### config.mk
export PLATFORM = sky130hd
export DESIGN_NAME = aes_wb_master
export DESIGN_NICKNAME = d
export VERILOG_FILES = /design/src/rtl/aes_wb_master.sv
export SDC_FILE = /design/constraint.sdc
export NUM_CORES = 1
export LEC_CHECK = 0
export ABC_AREA = 1
export CELL_PAD_IN_SITES_DETAIL_PLACEMENT = 1
export CELL_PAD_IN_SITES_GLOBAL_PLACEMENT = 1
export CORE_AREA = 2 2 236 238
export CTS_BUF_LIST = sky130_fd_sc_hd__clkbuf_16
export DETAILED_ROUTE_END_ITERATION = 7
export DIE_AREA = 0 0 238 240
export GPL_TIMING_DRIVEN = 0
export HOLD_SLACK_MARGIN = 0.02
export PLACE_DENSITY = 0.95
export SLEW_MARGIN = 20
export SYNTH_ARGS = -nofsm -noshare
export SYNTH_HDL_FRONTEND = slang
export SYNTH_SLANG_ARGS = --single-unit
### constraint.sdc
create_clock -name clock -period 3.3 [get_ports clock]
set_clock_uncertainty 0.15 [all_clocks]
set_input_delay 0.495 -clock clock [delete_from_list [all_inputs] [get_ports clock]]
set_output_delay 0.495 -clock clock [all_outputs]
set_load 0.01 [all_outputs]
### src/rtl/aes_wb_master.sv
// aes_wb_master
//   Wishbone classic (B4, non-pipelined) initiator that runs one AES operation
//   on the fossiAES slave: key writes (optional), data writes, start, status
//   poll and result read-back. One command is in flight at a time.
// Ports
//   clock, reset                 rising-edge clock, async active-low reset
//   io_cmd_*                     command handshake (valid/ready) plus key, data,
//                                decrypt and reuse_key fields
//   io_rsp_valid/data/error      one-cycle result pulse; error=1 on abort
//   io_wbm_*                     Wishbone master bus toward the aes slave
module aes_wb_master #(
  parameter logic [31:0] BASE_ADDR   = 32'h3000_0000,
  parameter int          ACK_TIMEOUT = 16,
  parameter int          POLL_MAX    = 1024
) (
  input  logic         clock,
  input  logic         reset,
  input  logic         io_cmd_valid,
  output logic         io_cmd_ready,
  input  logic         io_cmd_decrypt,
  input  logic         io_cmd_reuse_key,
  input  logic [127:0] io_cmd_key,
  input  logic [127:0] io_cmd_data,
  output logic         io_rsp_valid,
  output logic [127:0] io_rsp_data,
  output logic         io_rsp_error,
  output logic         io_wbm_cyc_o,
  output logic         io_wbm_stb_o,
  output logic         io_wbm_we_o,
  output logic [3:0]   io_wbm_sel_o,
  output logic [31:0]  io_wbm_adr_o,
  output logic [31:0]  io_wbm_dat_o,
  input  logic [31:0]  io_wbm_dat_i,
  input  logic         io_wbm_ack_i
);

  typedef enum logic [2:0] {
    S_IDLE    = 3'd0,
    S_WR_KEY  = 3'd1,
    S_WR_DIN  = 3'd2,
    S_WR_CTRL = 3'd3,
    S_POLL    = 3'd4,
    S_RD_DOUT = 3'd5,
    S_RESP    = 3'd6
  } state_t;

  localparam logic [15:0] TO_LAST   = 16'(ACK_TIMEOUT - 1);
  localparam logic [15:0] POLL_LAST = 16'(POLL_MAX - 1);

  // Word 0 is the most significant word and maps to the lowest address.
  function automatic logic [31:0] word_of(input logic [127:0] blk, input logic [1:0] idx);
    logic [31:0] w;
    case (idx)
      2'd0:    w = blk[127:96];
      2'd1:    w = blk[95:64];
      2'd2:    w = blk[63:32];
      2'd3:    w = blk[31:0];
      default: w = 32'd0;
    endcase
    return w;
  endfunction

  function automatic logic [127:0] put_word(input logic [127:0] blk, input logic [1:0] idx,
                                            input logic [31:0] w);
    logic [127:0] r;
    r = blk;
    case (idx)
      2'd0:    r[127:96] = w;
      2'd1:    r[95:64]  = w;
      2'd2:    r[63:32]  = w;
      2'd3:    r[31:0]   = w;
      default: r = blk;
    endcase
    return r;
  endfunction

  function automatic logic [31:0] access_offset(input state_t st, input logic [1:0] idx);
    logic [31:0] o;
    case (st)
      S_WR_KEY:  o = {28'd0, idx, 2'b00};
      S_WR_DIN:  o = 32'h10 + {28'd0, idx, 2'b00};
      S_WR_CTRL: o = 32'h20;
      S_POLL:    o = 32'h24;
      S_RD_DOUT: o = 32'h28 + {28'd0, idx, 2'b00};
      default:   o = 32'h0;
    endcase
    return o;
  endfunction

  state_t         state_r, state_s;
  logic           cyc_r, cyc_s;
  logic           we_r, we_s;
  logic [31:0]    adr_r, adr_s;
  logic [31:0]    dat_r, dat_s;
  logic [1:0]     idx_r, idx_s;
  logic [15:0]    to_cnt_r, to_cnt_s;
  logic [15:0]    poll_cnt_r, poll_cnt_s;
  logic [127:0]   key_r, key_s;
  logic [127:0]   din_r, din_s;
  logic           dec_r, dec_s;
  logic [127:0]   result_r, result_s;
  logic           err_r, err_s;
  logic           rsp_valid_r, rsp_valid_s;
  logic           ready_r, ready_s;
  logic           ack_s;
  logic           timeout_s;
  logic           last_word_s;

  // An ack only counts while the strobe is up; a stray ack between accesses is ignored.
  assign ack_s       = cyc_r & io_wbm_ack_i;
  assign timeout_s   = cyc_r & ~io_wbm_ack_i & (to_cnt_r == TO_LAST);
  assign last_word_s = (idx_r == 2'd3);

  // State register.
  always_ff @(posedge clock or negedge reset) begin
    if (!reset) begin
      state_r <= S_IDLE;
    end else begin
      state_r <= state_s;
    end
  end

  // Next-state decode.
  always_comb begin
    state_s = state_r;
    case (state_r)
      S_IDLE: begin
        if (io_cmd_valid) begin
          state_s = io_cmd_reuse_key ? S_WR_DIN : S_WR_KEY;
        end else begin
          state_s = S_IDLE;
        end
      end
      S_WR_KEY: begin
        if (timeout_s)                  state_s = S_RESP;
        else if (ack_s && last_word_s)  state_s = S_WR_DIN;
        else                            state_s = S_WR_KEY;
      end
      S_WR_DIN: begin
        if (timeout_s)                  state_s = S_RESP;
        else if (ack_s && last_word_s)  state_s = S_WR_CTRL;
        else                            state_s = S_WR_DIN;
      end
      S_WR_CTRL: begin
        if (timeout_s)  state_s = S_RESP;
        else if (ack_s) state_s = S_POLL;
        else            state_s = S_WR_CTRL;
      end
      S_POLL: begin
        if (timeout_s)                                state_s = S_RESP;
        else if (ack_s && io_wbm_dat_i[0])           state_s = S_RD_DOUT;
        else if (ack_s && (poll_cnt_r == POLL_LAST)) state_s = S_RESP;
        else                                          state_s = S_POLL;
      end
      S_RD_DOUT: begin
        if (timeout_s)                  state_s = S_RESP;
        else if (ack_s && last_word_s)  state_s = S_RESP;
        else                            state_s = S_RD_DOUT;
      end
      S_RESP:  state_s = S_IDLE;
      default: state_s = S_IDLE;
    endcase
  end

  // Next values of the bus, datapath and response registers.
  always_comb begin
    cyc_s       = cyc_r;
    we_s        = we_r;
    adr_s       = adr_r;
    dat_s       = dat_r;
    idx_s       = idx_r;
    to_cnt_s    = to_cnt_r;
    poll_cnt_s  = poll_cnt_r;
    key_s       = key_r;
    din_s       = din_r;
    dec_s       = dec_r;
    result_s    = result_r;
    err_s       = err_r;
    rsp_valid_s = 1'b0;
    ready_s     = ready_r;
    case (state_r)
      S_IDLE: begin
        if (io_cmd_valid) begin
          key_s    = io_cmd_key;
          din_s    = io_cmd_data;
          dec_s    = io_cmd_decrypt;
          idx_s    = 2'd0;
          result_s = 128'd0;
          err_s    = 1'b0;
          ready_s  = 1'b0;
        end else begin
          ready_s  = 1'b1;
        end
      end
      S_WR_KEY, S_WR_DIN, S_WR_CTRL, S_POLL, S_RD_DOUT: begin
        if (!cyc_r) begin
          // Launch the next access; the cycle just spent low is the inter-access gap.
          cyc_s    = 1'b1;
          to_cnt_s = 16'd0;
          we_s     = (state_r != S_POLL) && (state_r != S_RD_DOUT);
          adr_s    = BASE_ADDR + access_offset(state_r, idx_r);
          case (state_r)
            S_WR_KEY:  dat_s = word_of(key_r, idx_r);
            S_WR_DIN:  dat_s = word_of(din_r, idx_r);
            S_WR_CTRL: dat_s = {30'd0, dec_r, 1'b1};
            default:   dat_s = 32'd0;
          endcase
        end else if (io_wbm_ack_i) begin
          cyc_s = 1'b0;
          case (state_r)
            S_WR_KEY, S_WR_DIN: idx_s = idx_r + 2'd1;
            S_WR_CTRL:          poll_cnt_s = 16'd0;
            S_POLL: begin
              if (io_wbm_dat_i[0]) begin
                idx_s = 2'd0;
              end else if (poll_cnt_r == POLL_LAST) begin
                err_s       = 1'b1;
                result_s    = 128'd0;
                rsp_valid_s = 1'b1;
              end else begin
                poll_cnt_s = poll_cnt_r + 16'd1;
              end
            end
            S_RD_DOUT: begin
              idx_s       = idx_r + 2'd1;
              result_s    = put_word(result_r, idx_r, io_wbm_dat_i);
              rsp_valid_s = last_word_s;
            end
            default: idx_s = idx_r;
          endcase
        end else if (timeout_s) begin
          cyc_s       = 1'b0;
          err_s       = 1'b1;
          result_s    = 128'd0;
          rsp_valid_s = 1'b1;
        end else begin
          to_cnt_s = to_cnt_r + 16'd1;
        end
      end
      S_RESP: begin
        ready_s = 1'b1;
      end
      default: begin
        cyc_s   = 1'b0;
        ready_s = 1'b0;
      end
    endcase
  end

  // Bus, datapath and response registers; reset drops cyc/stb at once.
  always_ff @(posedge clock or negedge reset) begin
    if (!reset) begin
      cyc_r       <= 1'b0;
      we_r        <= 1'b0;
      adr_r       <= 32'd0;
      dat_r       <= 32'd0;
      idx_r       <= 2'd0;
      to_cnt_r    <= 16'd0;
      poll_cnt_r  <= 16'd0;
      key_r       <= 128'd0;
      din_r       <= 128'd0;
      dec_r       <= 1'b0;
      result_r    <= 128'd0;
      err_r       <= 1'b0;
      rsp_valid_r <= 1'b0;
      ready_r     <= 1'b1;
    end else begin
      cyc_r       <= cyc_s;
      we_r        <= we_s;
      adr_r       <= adr_s;
      dat_r       <= dat_s;
      idx_r       <= idx_s;
      to_cnt_r    <= to_cnt_s;
      poll_cnt_r  <= poll_cnt_s;
      key_r       <= key_s;
      din_r       <= din_s;
      dec_r       <= dec_s;
      result_r    <= result_s;
      err_r       <= err_s;
      rsp_valid_r <= rsp_valid_s;
      ready_r     <= ready_s;
    end
  end

  assign io_cmd_ready = ready_r;
  assign io_rsp_valid = rsp_valid_r;
  assign io_rsp_data  = result_r;
  assign io_rsp_error = err_r;
  assign io_wbm_cyc_o = cyc_r;
  assign io_wbm_stb_o = cyc_r;
  assign io_wbm_we_o  = we_r;
  assign io_wbm_sel_o = {4{cyc_r}};
  assign io_wbm_adr_o = adr_r;
  assign io_wbm_dat_o = dat_r;

endmodule

==> results of run 1 <==
[metal layers]
layer | up-vias | track usage | wire, um
li1 | 9673 | - | -
met1 | 10994 | 0.385 | 35400
met2 | 1151 | 0.565 | 46000
met3 | 301 | 0.0667 | 7440
met4 | 10 | 0.160 | 4870
met5 | - | 0 | 69
[path summary, 6_finish.rpt]
path / start / endpoint / slack, ns / cells after the start
max in group asynchronous: reset / key_r[52] / 1.37 / 4
worst max-delay path: state_r[1] / key_r[121] / 0.16 / 7
min in group clock: io_cmd_key[73] / key_r[73] / 0.27 / 3
worst min-delay path: reset / io_rsp_data[118] / 0.26 / 2
worst max register to register: state_r[1] / key_r[121] / 0.16 / 7
worst min register to register: io_rsp_data[21] / io_rsp_data[21] / 0.32 / 2
[power breakdown]
part           switching, W  internal (W)
registers          0.000975       0.00755
clock network       0.00248       0.00326
logic               0.00797       0.00330
total                0.0114        0.0141
[cell type report]
type | count | area (sq um) | area share
Buffer | 203 | 1030 | 0.0354
Antenna cell | 6 | 15.0 | 0.000516
Inverter | 228 | 856 | 0.0294
Clock inverter | 43 | 298 | 0.0102
Clock buffer | 54 | 1350 | 0.0464
Tap cell | 704 | 881 | 0.0303
Multi-Input combinational cell | 1801 | 8220 | 0.282
Timing Repair Buffer | 475 | 4850 | 0.166
Sequential cell | 464 | 11600 | 0.399
[cell families (layout without fill, tap and decap cells)]
group                      count (synthesis)  in the layout  synth area share
DFF                                      464            464             0.537
other                                      1             32          0.000173
and+or+nand+nor                         1334           1334             0.257
adders and majority gates                  6              6           0.00347
buffers and inverters                    432           1003            0.0872
AOI/OAI and AO/OA                        420            420             0.109
xor gates and xnor gates                  15             15           0.00607
[state kept, by name, indices dropped and copies added, names as in the netlist]
signal and flops:
poll_cnt_r 16, io_wbm_adr_o 5, io_rsp_valid 1, din_r 128
idx_r 2, io_cmd_ready 1, io_rsp_data 128, io_wbm_cyc_o 1
state_r 3, io_rsp_error 1, to_cnt_r 16, io_wbm_dat_o 32
dec_r 1, io_wbm_we_o 1, key_r 128
[cell usage in the layout (no fill, tap or decap), drive strengths merged]
cell type      netlist  routed
a21oi              130     130
a31oi                1       1
buf                130     136
bufinv               0       4
clkbuf              74     127
clkdlybuf4s50        0     468
clkinv               2      24
clkinvlp             0       1
conb                 1      26
dfrtp              463     463
dfstp                1       1
diode                0       6
dlygate4sd3          0       1
ha                   6       6
inv                226     242
nand2             1035    1035
nand3               49      49
nand3b               2       2
nand4              141     141
nor2                93      93
nor3                12      12
nor3b                1       1
o2111ai              1       1
o211ai               4       4
o21ai              217     217
o21bai               2       2
o221ai              61      61
o22a                 1       1
o22ai                2       2
o31ai                1       1
or2                  1       1
xnor2                3       3
xor2                12      12
[metrics by stage]
stage / hold WS (ns) / power [W] / std cells
final: 0.265 / 0.0255 / 3978
after global routing: 0.279 / 0.0268 / 3976
after CTS: 0.249 / 0.0254 / 3973
after detailed placement: 0.288 / 0.0194 / 3875
after global placement: 0.303 / 0.0188 / 3870
after floorplan: 0.0494 / 0.0145 / 2697
[timing repair]
action | CTS | global route
setup buffers | 0 | 0
resized for setup | 2 | 2
hold buffers | 1 | 0
hold endpoints to repair | 43 | 0
setup endpoints to repair | 31 | 8
==> reports/metrics.yaml, run 1 <==
status: "completed"
post-dp-hpwl_um: 69400
start_kind: "flip-flop"
hold_path.class: "primary input to asynchronous set/reset pin"
placed_area_sq_um: 27400
drt_iter0_drc: 1806
antenna_found_initial: 12
numCtsBuffers: 52
clock_latency_ns: 0.61
syn_area_sq_um: 21600
stdcell_area_sq_um: 29100
syn_inst: 2672
period_share: 0.952
gr-usage-all-layers: 0.325
drive_gt1_frac: 0.0710
setup_viol: 0
vias_per_cell: 5.56
clockBufferDepth: 3
rsz0062_at_grt: "false"
critPathMaxStageDelay_ns: 0.68
initial_core_util: 0.396
routed_wl_um: 93900
num_rows: 86
pin_count: 496
grt_max_degree: 99
critPathBufInv: 3
ys.flop_type: "dfrtp_1"
drt_first_pass_iters: 5
ys_types: 39
synth_top_area_frac: 0.536
dp_slack_ns: -0.189
synth_edf_count: 0
leakage_nw: 14.1
crit_type: "flip-flop to flip-flop"
worstPathCellList: "nor2_4, nand3_1, inv_2, clkbuf_1, buf_2, nand2_1, o21ai_0"
tightest_slew_ns: 0.892
peakVddDrop_uv: 490
ys_seq_elements: 464
num_vias: 22129
grt_pass1_vias: 23667
cp-end-kind: "flip-flop"
worst_slack_ns: 0.160
critPathMaxFanout: 10
core_area_sq_um: 54700
clk_pin_slew_ns: 0.06
fin_util: 0.533
die_y_um: 240
yosys.area.top_type: "dfrtp_1"
cap_violations: 0
tns_ns: 0
die_area_sq_um: 57100
finalMaxSlewViolations: 0
cpLargestDelayFamily: "buffers and inverters"
ant_nets: 0
grt-ovfl-total: 0
async_reset_ff_frac: 1.00
fmax_ghz: 0.318
port_buffers: 469
synth_most_common_cell: "nand2_1"
finalCriticalPeriod_ns: 3.14
critPathRequiredTime_ns: 3.65
finalHoldViolations: 0
max_slew_margin: 0.405
yosys-top-cells-count: "1,034 x nand2_1, 463 x dfrtp_1, 216 x inv_1, 202 x o21ai_0, 141 x nand4_1"
cts_num_sinks: 464
num-nets-final: 3525
cts_max_level: 2
netlist_top_cells_area: "dfrtp_1 54%, nand2_1 18%, o21ai_0 4.7%, nand4_1 4.1%, inv_1 3.7%"
yosysWarnings: 0
avgSynthCellArea_sq_um: 8.09
drc: 0
wl_per_cell_um: 23.6
power.density_nw_per_um2: 877
grt_pass1_wl_um: 141000
synth_seq_area_share: 0.537
nFillCells: 6480
cts_tree: "built"
critPathArrivalTime_ns: 3.49
die_w_um: 238
syn_to_final_growth_pct: 34.6
root_buffer: "clkbuf_16"
gp_congestion: 0.914
crit_slowest_cell: "clkbuf_1"
(Power assumes the default switching activity.)
==> run 2: changes to the inputs <==
GPL_TIMING_DRIVEN = not set   (was 0)
==> reports/metrics.yaml, run 2 (same netlist as run 1, synthesis figures left out) <==
post-dp-hpwl_um: 57200
rsz0062_at_grt: "false"
port_buffers: 469
critPathArrivalTime_ns: 3.12
tightest_slew_ns: 0.905
die_y_um: 240
pin_count: 496
multi_input_area_sq_um: 8270
grt-ovfl-total: 0
cts_num_sinks: 464
layout_common_cells: "1,032 x nand2_1, 468 x clkdlybuf4s50_1, 463 x dfrtp_1, 227 x inv_1, 202 x o21ai_0"
clk_pin_slew_ns: 0.06
place_inst: 3718
hold_path.class: "primary input to flip-flop"
wl_per_cell_um: 22.8
peakVddDrop_uv: 859
antenna_found_initial: 6
core_area_sq_um: 54700
setup_viol: 0
drt_first_pass_iters: 5
cap_violations: 0
syn_to_final_growth_pct: 32.6
num_vias: 21327
critPathMaxFanout: 30
period_share: 0.836
instances_no_fill: 3814
grt_max_degree: 129
critPathRequiredTime_ns: 3.66
fmax_ghz: 0.363
gr-usage-all-layers: 0.302
status: "completed"
final_common_cell: "nand2_1"
finalMaxSlewViolations: 0
finalCriticalPeriod_ns: 2.76
ant_nets: 0
numCtsBuffers: 51
regArea_sq_um: 11600
num_rows: 86
fin_util: 0.525
die_area_sq_um: 57100
root_buffer: "clkbuf_16"
drc: 0
tns_ns: 0
gp_congestion: 0.878
power.density_nw_per_um2: 873
leakage_nw: 13.7
drive_gt1_frac: 0.0525
start_kind: "flip-flop"
num-nets-final: 3368
initial_core_util: 0.396
die_w_um: 238
crit_type: "flip-flop to flip-flop"
cts_tree: "built"
nFillCells: 6387
clock_latency_ns: 0.59
vias_per_cell: 5.59
post_cts_resized: 0
max_slew_margin: 0.395
rrSetupSlack_ns: 0.54
cts_max_level: 2
routed_wl_um: 86800
grt_pass1_wl_um: 135000
clockBufferDepth: 3
grt_pass1_vias: 23225
drt_iter0_drc: 1984
cp-end-kind: "flip-flop"
finalHoldViolations: 0
-- run 2: metrics by stage --
stage / hold WS, ns / setup slack [ns] / instance area (sq um) / total power, W
after floorplan: 0.0494 / 1.32 / 21700 / 0.0145
after global placement: 0.304 / 0.436 / 27000 / 0.0180
after detailed placement: 0.311 / 0.272 / 27000 / 0.0187
after CTS: 0.272 / 0.574 / 28700 / 0.0250
after global routing: 0.297 / 0.425 / 28700 / 0.0264
final: 0.294 / 0.542 / 28700 / 0.0250
-- run 2: final cells by class --
type                       count  area share
multi-input combinational   1801       0.289
timing repair buffer         522       0.187
tap                          704      0.0307
clock inverter                40      0.0134
clock buffer                  52      0.0454
inverter                     228      0.0301
antenna                        3    0.000262
sequential                   464       0.405
-- run 2: path summary, 6_finish.rpt --
kind                                      start                to  depth (start not counted)
worst max-delay path                 state_r[0]  io_wbm_dat_o[12]                         10
worst min-delay path            io_cmd_data[64]         din_r[64]                          3
worst max register to register       state_r[0]  io_wbm_dat_o[12]                         10
worst min register to register  io_rsp_data[72]   io_rsp_data[72]                          2
max in group asynchronous                 reset         key_r[18]                          3
min in group asynchronous                 reset   io_rsp_data[31]                          2
-- run 2: worst max-delay path, stage by stage, from the launching register on --
cell and delay, ns:
dfrtp_1 0.59, inv_2 0.12, nor2_4 0.17, inv_2 0.07, nor2_1 0.44, inv_2 0.47, a21oi_1 0.27, nand2_1 0.13
nand2_1 0.12, nand2_1 0.06, nand2_1 0.09
-- run 2: metal layers --
layer / track usage / share of wire
met5: 0 / 0.00048
met4: 0.132 / 0.042
met3: 0.0499 / 0.074
met2: 0.517 / 0.49
met1: 0.378 / 0.39
-- run 2: power by group --
group          internal [W]  leakage (nW)  switching, W  total [W]
clock network       0.00341         0.863       0.00249    0.00590
logic               0.00320          6.86       0.00741     0.0106
registers           0.00755          6.01      0.000987    0.00854
total                0.0142          13.7        0.0109     0.0250
-- run 2: timing repair --
item | in CTS | in global routing
buffers inserted | 0 | 0
endpoints found under the hold margin | 76 | 0
hold buffers | 1 | 0
==> run 3: changes to the inputs <==
CORE_AREA = 2 2 260 262   (was 2 2 236 238)
DIE_AREA = 0 0 262 264   (was 0 0 238 240)
PLACE_DENSITY = 0.85   (was 0.95)
clock period = 2.4 ns   (was 3.3 ns; I/O delays follow)
==> reports/metrics.yaml, run 3 (same netlist as run 1, synthesis figures left out) <==
port_buffers: 469
power_w: 0.0340
die_w_um: 262
cp-end-kind: "output pin"
dp_slack_ns: -0.0963
post-dp-hpwl_um: 56800
grt_max_degree: 82
max_slew_margin: 0.439
routed_wl_um: 81300
die_y_um: 264
crit_type: "flip-flop to output pin"
start_kind: "flip-flop"
clock_latency_ns: 0.59
grt_pass1_vias: 21999
num_vias: 20602
finalHoldViolations: 0
worst_slack_ns: 0.0469
rrSetupSlack_ns: 0.17
pin_count: 496
hold_path.class: "primary input to asynchronous set/reset pin"
syn_to_final_growth_pct: 36.5
cts_max_level: 2
fin_util: 0.444
final_common_cell: "nand2_1"
drt_first_pass_iters: 5
core_area_sq_um: 66600
r2r-start: "poll_cnt_r[1]"
drc: 0
initial_core_util: 0.325
num_rows: 95
critPathMaxFanout: 22
leakage_nw: 14.1
drive_gt1_frac: 0.0707
vias_per_cell: 5.10
numCtsBuffers: 52
power.density_nw_per_um2: 1150
cts_num_sinks: 464
gp_congestion: 0.840
antenna_found_initial: 6
period_share: 0.980
cts_tree: "built"
critPathRequiredTime_ns: 1.89
finalMaxSlewViolations: 0
num-nets-final: 3430
status: "completed"
ff2ff_path_depth: 8
critPathArrivalTime_ns: 1.84
drt_iter0_drc: 1578
ant_nets: 0
startpoint: "io_wbm_cyc_o"
nFillCells: 7853
grt-ovfl-total: 0
tightest_slew_ns: 0.841
layout_common_cells: "1,031 x nand2_1, 468 x clkdlybuf4s50_1, 461 x dfrtp_1, 222 x inv_1, 202 x o21ai_0"
gr-usage-all-layers: 0.232
rsz0062_at_grt: "false"
clockBufferDepth: 3
critPathCapture: "io_wbm_stb_o"
wl_per_cell_um: 20.1
grt_pass1_wl_um: 126000
clk_pin_slew_ns: 0.06
root_buffer: "clkbuf_16"
r2r-end: "io_rsp_data[7]"
fmax_ghz: 0.425
peakVddDrop_uv: 837
die_area_sq_um: 69200
setup_viol: 0
cap_violations: 0
finalCriticalPeriod_ns: 2.35
run 3: cell count changes in the layout (fill, tap and decap cells not counted), sizes merged, moves of 2 or more:
cell | previous run | this run
diode | 3 | 1
bufinv | 7 | 1
clkinvlp | 3 | 1
buf | 53 | 112
clkinv | 16 | 30
inv | 242 | 237
run 3: metal layers:
metal / GRT usage / up-vias / share of wire
li1: - / 9483 / -
met1: 0.308 / 10249 / 0.43
met2: 0.387 / 737 / 0.48
met3: 0.0397 / 129 / 0.065
met4: 0.0658 / 4 / 0.026
met5: 0 / - / 0.00037
run 3: where the power goes:
part | switching (W) | leakage (nW) | internal, W
clock | 0.00336 | 0.781 | 0.00403
sequential | 0.00117 | 6.01 | 0.0104
combinational | 0.00987 | 7.29 | 0.00523
total | 0.0144 | 14.1 | 0.0196
run 3: metrics by stage:
stage	setup TNS [ns]	area, sq um	hold WS, ns	cells
floorplan	0	21700	-0.0856	2697
global placement	-0.594	27900	0.168	3945
detailed placement	-3.78	27900	0.172	3945
CTS	0	29500	0.109	4039
global route	0	29500	0.139	4043
finish	0	29500	0.140	4043
run 3: what timing repair did:
item / 4_1_cts / 5_1_grt
buffers inserted: 0 / 1
hold endpoints to repair: 298 / 0
hold buffers: 1 / 0
pin swaps: 0 / 2
cloned: 0 / 2
resized for setup: 1 / 6
endpoints found under the setup margin: 1 / 138
run 3: critical path, stage by stage (launching register included):
cell and delay, ns:
dfrtp_1 0.36, buf_4 0.29, clkdlybuf4s50_1 0.60
run 3: how the worst min path moves through the flow:
stage,startpoint,endpoint,slack (ns)
after floorplan,reset,dec_r,-0.09
after global routing,io_cmd_key[83],key_r[83],0.14
after global placement,reset,key_r[42],0.17
final,reset,key_r[42],0.14
after CTS,reset,key_r[11],0.11
after detailed placement,reset,key_r[42],0.17
run 3: final cells by class:
| class | instances | area, sq um | area share |
|---|---|---|---|
| well taps | 873 | 1090 | 0.0370 |
| flip-flops and latches | 464 | 11600 | 0.393 |
| diodes | 1 | 2.50 | 0.0000848 |
| inverters | 228 | 863 | 0.0292 |
| clock inverters | 41 | 226 | 0.00767 |
| clock buffers | 52 | 1300 | 0.0441 |
| multi-input cells | 1802 | 8290 | 0.281 |
| repair buffers | 582 | 6130 | 0.208 |
